<file path="src/rtl/smpl_capture_pkg.sv">
// capture_pkg: shared types and default sizes for the sample-capture block.
//   cap_state_t  - capture FSM states
//   CAP_ADDR_W   - default capture RAM address width (DEPTH = 2**CAP_ADDR_W)
//   CAP_DEC_W    - default width of the decimator ratio field
//   cap_is_writing() - states in which kept bytes are written to the RAM
package capture_pkg;

  localparam int CAP_ADDR_W = 9;
  localparam int CAP_DEC_W  = 4;

  typedef enum logic [2:0] {
    IDLE,
    PRETRIG,
    WAIT_TRIG,
    POST,
    DONE
  } cap_state_t;

  function automatic logic cap_is_writing(input cap_state_t s);
    return (s == PRETRIG) || (s == WAIT_TRIG) || (s == POST);
  endfunction

endpackage

</file>
<file path="src/rtl/smpl_capture_decimator.sv">
// smpl_decimator: keeps 1 of every 2**decimator valid sample bytes.
// Ports:
//   clk       in   system clock
//   rst       in   synchronous active-high reset
//   clr       in   restart the decimation count (capture start)
//   smpl_vld  in   a new sample byte is present this cycle
//   decimator in   log2 of the decimation ratio, static while capturing
//   keep      out  combinational strobe: the byte presented this cycle is kept
module smpl_decimator #(
  parameter int DEC_W = 4
) (
  input  logic             clk,
  input  logic             rst,
  input  logic             clr,
  input  logic             smpl_vld,
  input  logic [DEC_W-1:0] decimator,
  output logic             keep
);

  // Wide enough to hold 2**(2**DEC_W-1)-1, the largest terminal count.
  localparam int CNT_W = 2**DEC_W - 1;

  logic [CNT_W-1:0] dec_cnt_reg;
  logic [CNT_W:0]   ratio;
  logic [CNT_W-1:0] dec_max;

  // ratio is one bit wider so that the largest ratio minus one truncates
  // cleanly to an all-ones terminal count.
  always_comb begin
    ratio   = (CNT_W+1)'(1) << decimator;
    dec_max = CNT_W'(ratio - 1'b1);
  end

  assign keep = smpl_vld && (dec_cnt_reg == dec_max);

  always_ff @(posedge clk) begin
    if (rst || clr) begin
      dec_cnt_reg <= '0;
    end else if (smpl_vld) begin
      if (keep) dec_cnt_reg <= '0;
      else      dec_cnt_reg <= dec_cnt_reg + 1'b1;
    end
  end

endmodule

</file>
<file path="src/rtl/smpl_capture.sv">
// smpl_capture: decimates the sampler's packed bytes and writes them into an
// external circular capture RAM with a programmable pre-trigger depth, then
// stops once the post-trigger part of the RAM has been filled.
// Ports:
//   clk, rst      system clock, synchronous active-high reset
//   smpl/smpl_vld packed sample byte and its 1-clk valid strobe
//   decimator     log2 decimation ratio (static while capturing)
//   trig_pos      number of pre-trigger bytes to retain (static while capturing)
//   arm           start a capture (only from IDLE)
//   trig          trigger event, level or pulse
//   clr_done      acknowledge a finished capture, back to IDLE
//   we/waddr/wdata capture RAM write port (registered)
//   armed         high in PRETRIG and WAIT_TRIG
//   triggered     high in POST and DONE
//   capture_done  high in DONE
//   trig_addr     RAM address of the first post-trigger byte
module smpl_capture
  import capture_pkg::*;
#(
  parameter int ADDR_W = CAP_ADDR_W,
  parameter int DEC_W  = CAP_DEC_W
) (
  input  logic              clk,
  input  logic              rst,
  input  logic [7:0]        smpl,
  input  logic              smpl_vld,
  input  logic [DEC_W-1:0]  decimator,
  input  logic [ADDR_W-1:0] trig_pos,
  input  logic              arm,
  input  logic              trig,
  input  logic              clr_done,
  output logic              we,
  output logic [ADDR_W-1:0] waddr,
  output logic [7:0]        wdata,
  output logic              armed,
  output logic              triggered,
  output logic              capture_done,
  output logic [ADDR_W-1:0] trig_addr
);

  localparam int DEPTH = 2**ADDR_W;

  cap_state_t        state_reg;
  logic [ADDR_W-1:0] wr_ptr_reg;
  logic [ADDR_W:0]   pre_cnt_reg;
  logic [ADDR_W:0]   post_cnt_reg;
  logic              we_reg;
  logic [ADDR_W-1:0] waddr_reg;
  logic [7:0]        wdata_reg;
  logic              armed_reg;
  logic              triggered_reg;
  logic              done_reg;
  logic [ADDR_W-1:0] trig_addr_reg;

  logic              keep;
  logic              dec_clr;
  logic              write_en;
  logic [ADDR_W:0]   post_limit;
  logic [ADDR_W:0]   post_cnt_next;

  assign dec_clr = (state_reg == IDLE) && arm;

  smpl_decimator #(
    .DEC_W(DEC_W)
  ) u_decimator (
    .clk      (clk),
    .rst      (rst),
    .clr      (dec_clr),
    .smpl_vld (smpl_vld),
    .decimator(decimator),
    .keep     (keep)
  );

  assign write_en = keep && cap_is_writing(state_reg);

  // Post-trigger quota fills the rest of the RAM so the pre-trigger bytes
  // survive. The count is taken including the current byte so the last write
  // and the move to DONE happen together and nothing overwrites the oldest
  // pre-trigger byte. post_cnt_reg is zero in WAIT_TRIG (cleared on arm).
  assign post_limit    = (ADDR_W+1)'(DEPTH) - {1'b0, trig_pos};
  assign post_cnt_next = post_cnt_reg + {{ADDR_W{1'b0}}, keep};

  always_ff @(posedge clk) begin
    if (rst) begin
      state_reg     <= IDLE;
      wr_ptr_reg    <= '0;
      pre_cnt_reg   <= '0;
      post_cnt_reg  <= '0;
      we_reg        <= 1'b0;
      waddr_reg     <= '0;
      wdata_reg     <= '0;
      armed_reg     <= 1'b0;
      triggered_reg <= 1'b0;
      done_reg      <= 1'b0;
      trig_addr_reg <= '0;
    end else begin
      we_reg <= write_en;
      if (write_en) begin
        waddr_reg  <= wr_ptr_reg;
        wdata_reg  <= smpl;
        wr_ptr_reg <= wr_ptr_reg + 1'b1;  // natural wrap at DEPTH
      end

      case (state_reg)
        IDLE: begin
          if (arm) begin
            state_reg    <= PRETRIG;
            wr_ptr_reg   <= '0;
            pre_cnt_reg  <= '0;
            post_cnt_reg <= '0;
            armed_reg    <= 1'b1;
          end
        end

        PRETRIG: begin
          // trig is deliberately not looked at: the window must fill first.
          if (pre_cnt_reg == {1'b0, trig_pos}) begin
            state_reg <= WAIT_TRIG;
          end else if (keep) begin
            pre_cnt_reg <= pre_cnt_reg + 1'b1;
          end
        end

        WAIT_TRIG: begin
          if (trig) begin
            // A byte kept in this same cycle is written at wr_ptr_reg, so it
            // becomes the first post-trigger byte.
            trig_addr_reg <= wr_ptr_reg;
            post_cnt_reg  <= post_cnt_next;
            armed_reg     <= 1'b0;
            triggered_reg <= 1'b1;
            if (post_cnt_next == post_limit) begin
              state_reg <= DONE;
              done_reg  <= 1'b1;
            end else begin
              state_reg <= POST;
            end
          end
        end

        POST: begin
          if (keep) begin
            post_cnt_reg <= post_cnt_next;
            if (post_cnt_next == post_limit) begin
              state_reg <= DONE;
              done_reg  <= 1'b1;
            end
          end
        end

        DONE: begin
          // A coincident arm is dropped: IDLE only accepts it next cycle.
          if (clr_done) begin
            state_reg     <= IDLE;
            triggered_reg <= 1'b0;
            done_reg      <= 1'b0;
          end
        end

        default: begin
          state_reg     <= IDLE;
          armed_reg     <= 1'b0;
          triggered_reg <= 1'b0;
          done_reg      <= 1'b0;
        end
      endcase
    end
  end

  assign we           = we_reg;
  assign waddr        = waddr_reg;
  assign wdata        = wdata_reg;
  assign armed        = armed_reg;
  assign triggered    = triggered_reg;
  assign capture_done = done_reg;
  assign trig_addr    = trig_addr_reg;

endmodule

</file>
<file path="config.mk">
export PLATFORM = sky130hd
export DESIGN_NAME = smpl_capture
export DESIGN_NICKNAME = d
export VERILOG_FILES = /design/src/rtl/smpl_capture_pkg.sv /design/src/rtl/smpl_capture_decimator.sv /design/src/rtl/smpl_capture.sv
export SDC_FILE = /design/constraint.sdc
export NUM_CORES = 1
export LEC_CHECK = 0
export ABC_AREA = 0
export CORE_ASPECT_RATIO = 1.4
export CORE_MARGIN = 3
export CORE_UTILIZATION = 44
export DETAILED_ROUTE_END_ITERATION = 8
export GPL_ROUTABILITY_DRIVEN = 1
export GPL_TIMING_DRIVEN = 0
export PLACE_DENSITY_LB_ADDON = 0.25
export SLEW_MARGIN = 0
export SYNTH_ARGS = -nofsm -noshare
export SYNTH_HDL_FRONTEND = slang
export SYNTH_SLANG_ARGS = --single-unit
</file>
<file path="constraint.sdc">
create_clock -name clk -period 6.7 [get_ports clk]
set_clock_uncertainty 0.05 [all_clocks]
set_input_delay 1.675 -clock clk [delete_from_list [all_inputs] [get_ports clk]]
set_output_delay 1.675 -clock clk [all_outputs]
set_load 0.005 [all_outputs]
</file>
==> out/qor.txt <==
pin count of the biggest net entering global routing: 16
Vias: 4390
antenna fix cells: 0
Yosys top cell area share: 0.337
pwr/cell area: 183 mW/mm^2
post-DP HPWL: 9080 um
R2R setup slack: 2670 ps
post-synth top area cell: dfxtp_1
Yosys cell types: 62
Placer Congestion: 0.897
CTS HTree Levels: 3
cts hold-fix bufs: 0
crit-path cells: clkdlybuf4s50_1 > clkbuf_2 > nor3_2 > nand2_1 > ha_1 > clkbuf_2 > nand4b_1 > o221ai_1 > a2111oi_2 > and3_2 > nand3_2 > inv_1 > ha_1 > ha_1 > and3_1 > and3_1 > xor2_1 > mux2i_1 > mux2i_1 > nor3_2 > buf_4 > a32o_1
TritonCTS clock tree: built
Initial Utilization: 0.457
register bit total from synthesis: 77
register area share after synthesis: 0.337
most frequent CP cell: ha_1
die area: 0.0117 mm^2
# setup viols final: 0
maxcap violations: 0
clock root cell: clkbuf_16
overall power: 1020 uW
fin nets: 672
Critical-path top delay cell: clkdlybuf4s50_1
Clock Latency Late Sink: 340 ps
Total GRT Usage: 0.209
CP arrival: 6520 ps
CP Capture Type: flop
first-pass GRT wire length: 19900 um
Worst R2R End: capture_done
Final period util: 0.945
worst-path fanout max: 10
worst vdd rail ir drop: 144 uV
worst setup path end: capture_done
drt drc: 0
drt pass-1 iters: 4
worst setup path startpoint: decimator[1]
Buf/Inv on CP: 5
max reg flops: 15
FFs w/ async S/R, synth: 0
fin crit period: 6330 ps
initial antenna violation count: 0
Post-Syn Nets: 608
EDFF count, synth: 0
num ports: 57
Post-synth top cells: dfxtp_1 (77), nor2_1 (62), nand2_1 (58)
Die X: 92.2 um
CTS buffer count: 9
Leak: 0.00189 uW
share of cells above drive strength 1: 0.0731
Final Slew Violations: 0
Hold Path Class: reg -> reg
CP Class: in -> reg
FF-to-FF path depth: 17
Die H: 127 um
Tightest Pin Transition: 741 ps
grt total ovfl: 0
DRT iter0 DRCs: 211
overall routed net length: 12000 um
Synth Flop Type: dfxtp_1
Area Overhead vs Synth: 22.3%
Sink Count: 77
status: completed
setup TNS: 0 ps
Worst path depth: 22
critical path launch point type: primary input
fmax: 0.158 GHz
Rel. slew slack: 0.506
Hold Fails Final Rpt: 0
Post-DRT Antenna Nets: 0
clk slew on worst S/H paths: 60 ps
Rows: 43
core area: 0.0100 mm^2
Worst R2R Start: u_decimator.dec_cnt_reg[6]
Synth Instances: 574
CP top delay family: simple AND/OR/NAND/NOR gates
synth warn: 0
Port Buffers: 52
wire per inst: 15.4 um
Longest Clk Path Bufs: 2
largest cells by area after synthesis: dfxtp_1 (34%), mux2i_1 (5.5%), nor2_1 (5.1%), xnor2_1 (4.8%), nand2_1 (4.8%)
WP data required: 6880 ps
Avg Cell Area, Syn: 7.97 um^2
area of the mapped netlist: 0.00457 mm^2
Max stage delay on crit path: 520 ps
vias in the first global route: 4268
most common cell in the netlist: dfxtp_1
routed vias/inst: 5.64
[power by group]
group	leakage, uW	internal (uW)	switching, uW
clock	0.000134	256	208
combinational	0.00113	40.0	57.8
sequential	0.000621	459	1.91
[worst register-to-register path, stage by stage (launching register included)]
cell	delay [ps]
dfxtp_1	310
clkbuf_1	320
nand4b_1	190
o221ai_1	130
a2111oi_2	430
and3_2	300
nand3_2	200
inv_1	110
ha_1	180
ha_1	250
and3_1	230
and3_1	220
xor2_1	290
mux2i_1	140
mux2i_1	180
nor3_2	50
buf_4	150
a32o_1	210
[routing by layer]
layer | track usage | routed length, um | up-vias
met4 | 0.0761 | 222 | 0
met5 | 0 | 0 | -
li1 | - | - | 2190
met2 | 0.383 | 6270 | 88
met1 | 0.237 | 5060 | 2092
met3 | 0.0439 | 454 | 20
[metrics by stage]
step	setup WS (ps)	cells	hold slack (ps)	utilization	area (um^2)
detailed placement	-897	761	399	0.526	5260
global placement	-655	761	399	0.526	5260
global route	-19.9	778	423	0.559	5590
floorplan	891	574	394	-	4570
CTS	106	778	408	0.557	5580
finish	365	778	408	0.559	5590
[cell families (layout without fill, tap and decap cells)]
| logic type | after synthesis | count (layout) | share of synthesized area |
|---|---|---|---|
| xor+xnor | 47 | 47 | 0.0900 |
| buf+inv | 48 | 117 | 0.0429 |
| mux | 25 | 25 | 0.0547 |
| flops | 77 | 77 | 0.337 |
| fa+ha+maj | 8 | 8 | 0.0213 |
| compound gates | 115 | 115 | 0.163 |
| simple gates | 254 | 254 | 0.291 |
[how the worst min path moves through the flow]
stage | startpoint | end | slack (ps) | cells after the start
floorplan | pre_cnt_reg[9] | pre_cnt_reg[9] | 390 | 2
global placement | trig_addr[3] | trig_addr[3] | 400 | 2
detailed placement | trig_addr[1] | trig_addr[1] | 400 | 2
CTS | trig_addr[1] | trig_addr[1] | 410 | 2
global route | trig_addr[5] | trig_addr[5] | 420 | 2
finish | trig_addr[8] | trig_addr[8] | 410 | 2
[final cells by class]
cell class	count	area, um^2
plain buffers	33	144
clock buffers	9	225
clock inverters	7	57.6
fillers	963	4410
inverters	15	56.3
multi-input cells	449	2870
flip-flops and latches	77	1540
well taps	135	169
repair buffers	53	528
[layout by cell type, fill, tap and decap left out, drive strengths merged, types with 15 or more instances in the layout]
| cell type | synthesis | routed |
|---|---|---|
| dfxtp | 77 | 77 |
| nor2 | 62 | 62 |
| nand2 | 58 | 58 |
| clkdlybuf4s50 | 0 | 52 |
| a21oi | 38 | 38 |
| clkbuf | 23 | 32 |
| xnor2 | 25 | 25 |
| mux2i | 25 | 25 |
| o21ai | 24 | 24 |
| xor2 | 22 | 22 |
| nand3 | 22 | 22 |
| or3 | 17 | 17 |
| inv | 14 | 17 |
| nor3 | 15 | 15 |
[timing repair]
action | 4_1_cts | 5_1_grt
setup buffers | 1 | 0
gates resized for setup | 6 | 9
setup endpoints to repair | 4 | 4
pin swaps | 1 | 0
No activity file was read; power rests on OpenSTA's default activity.
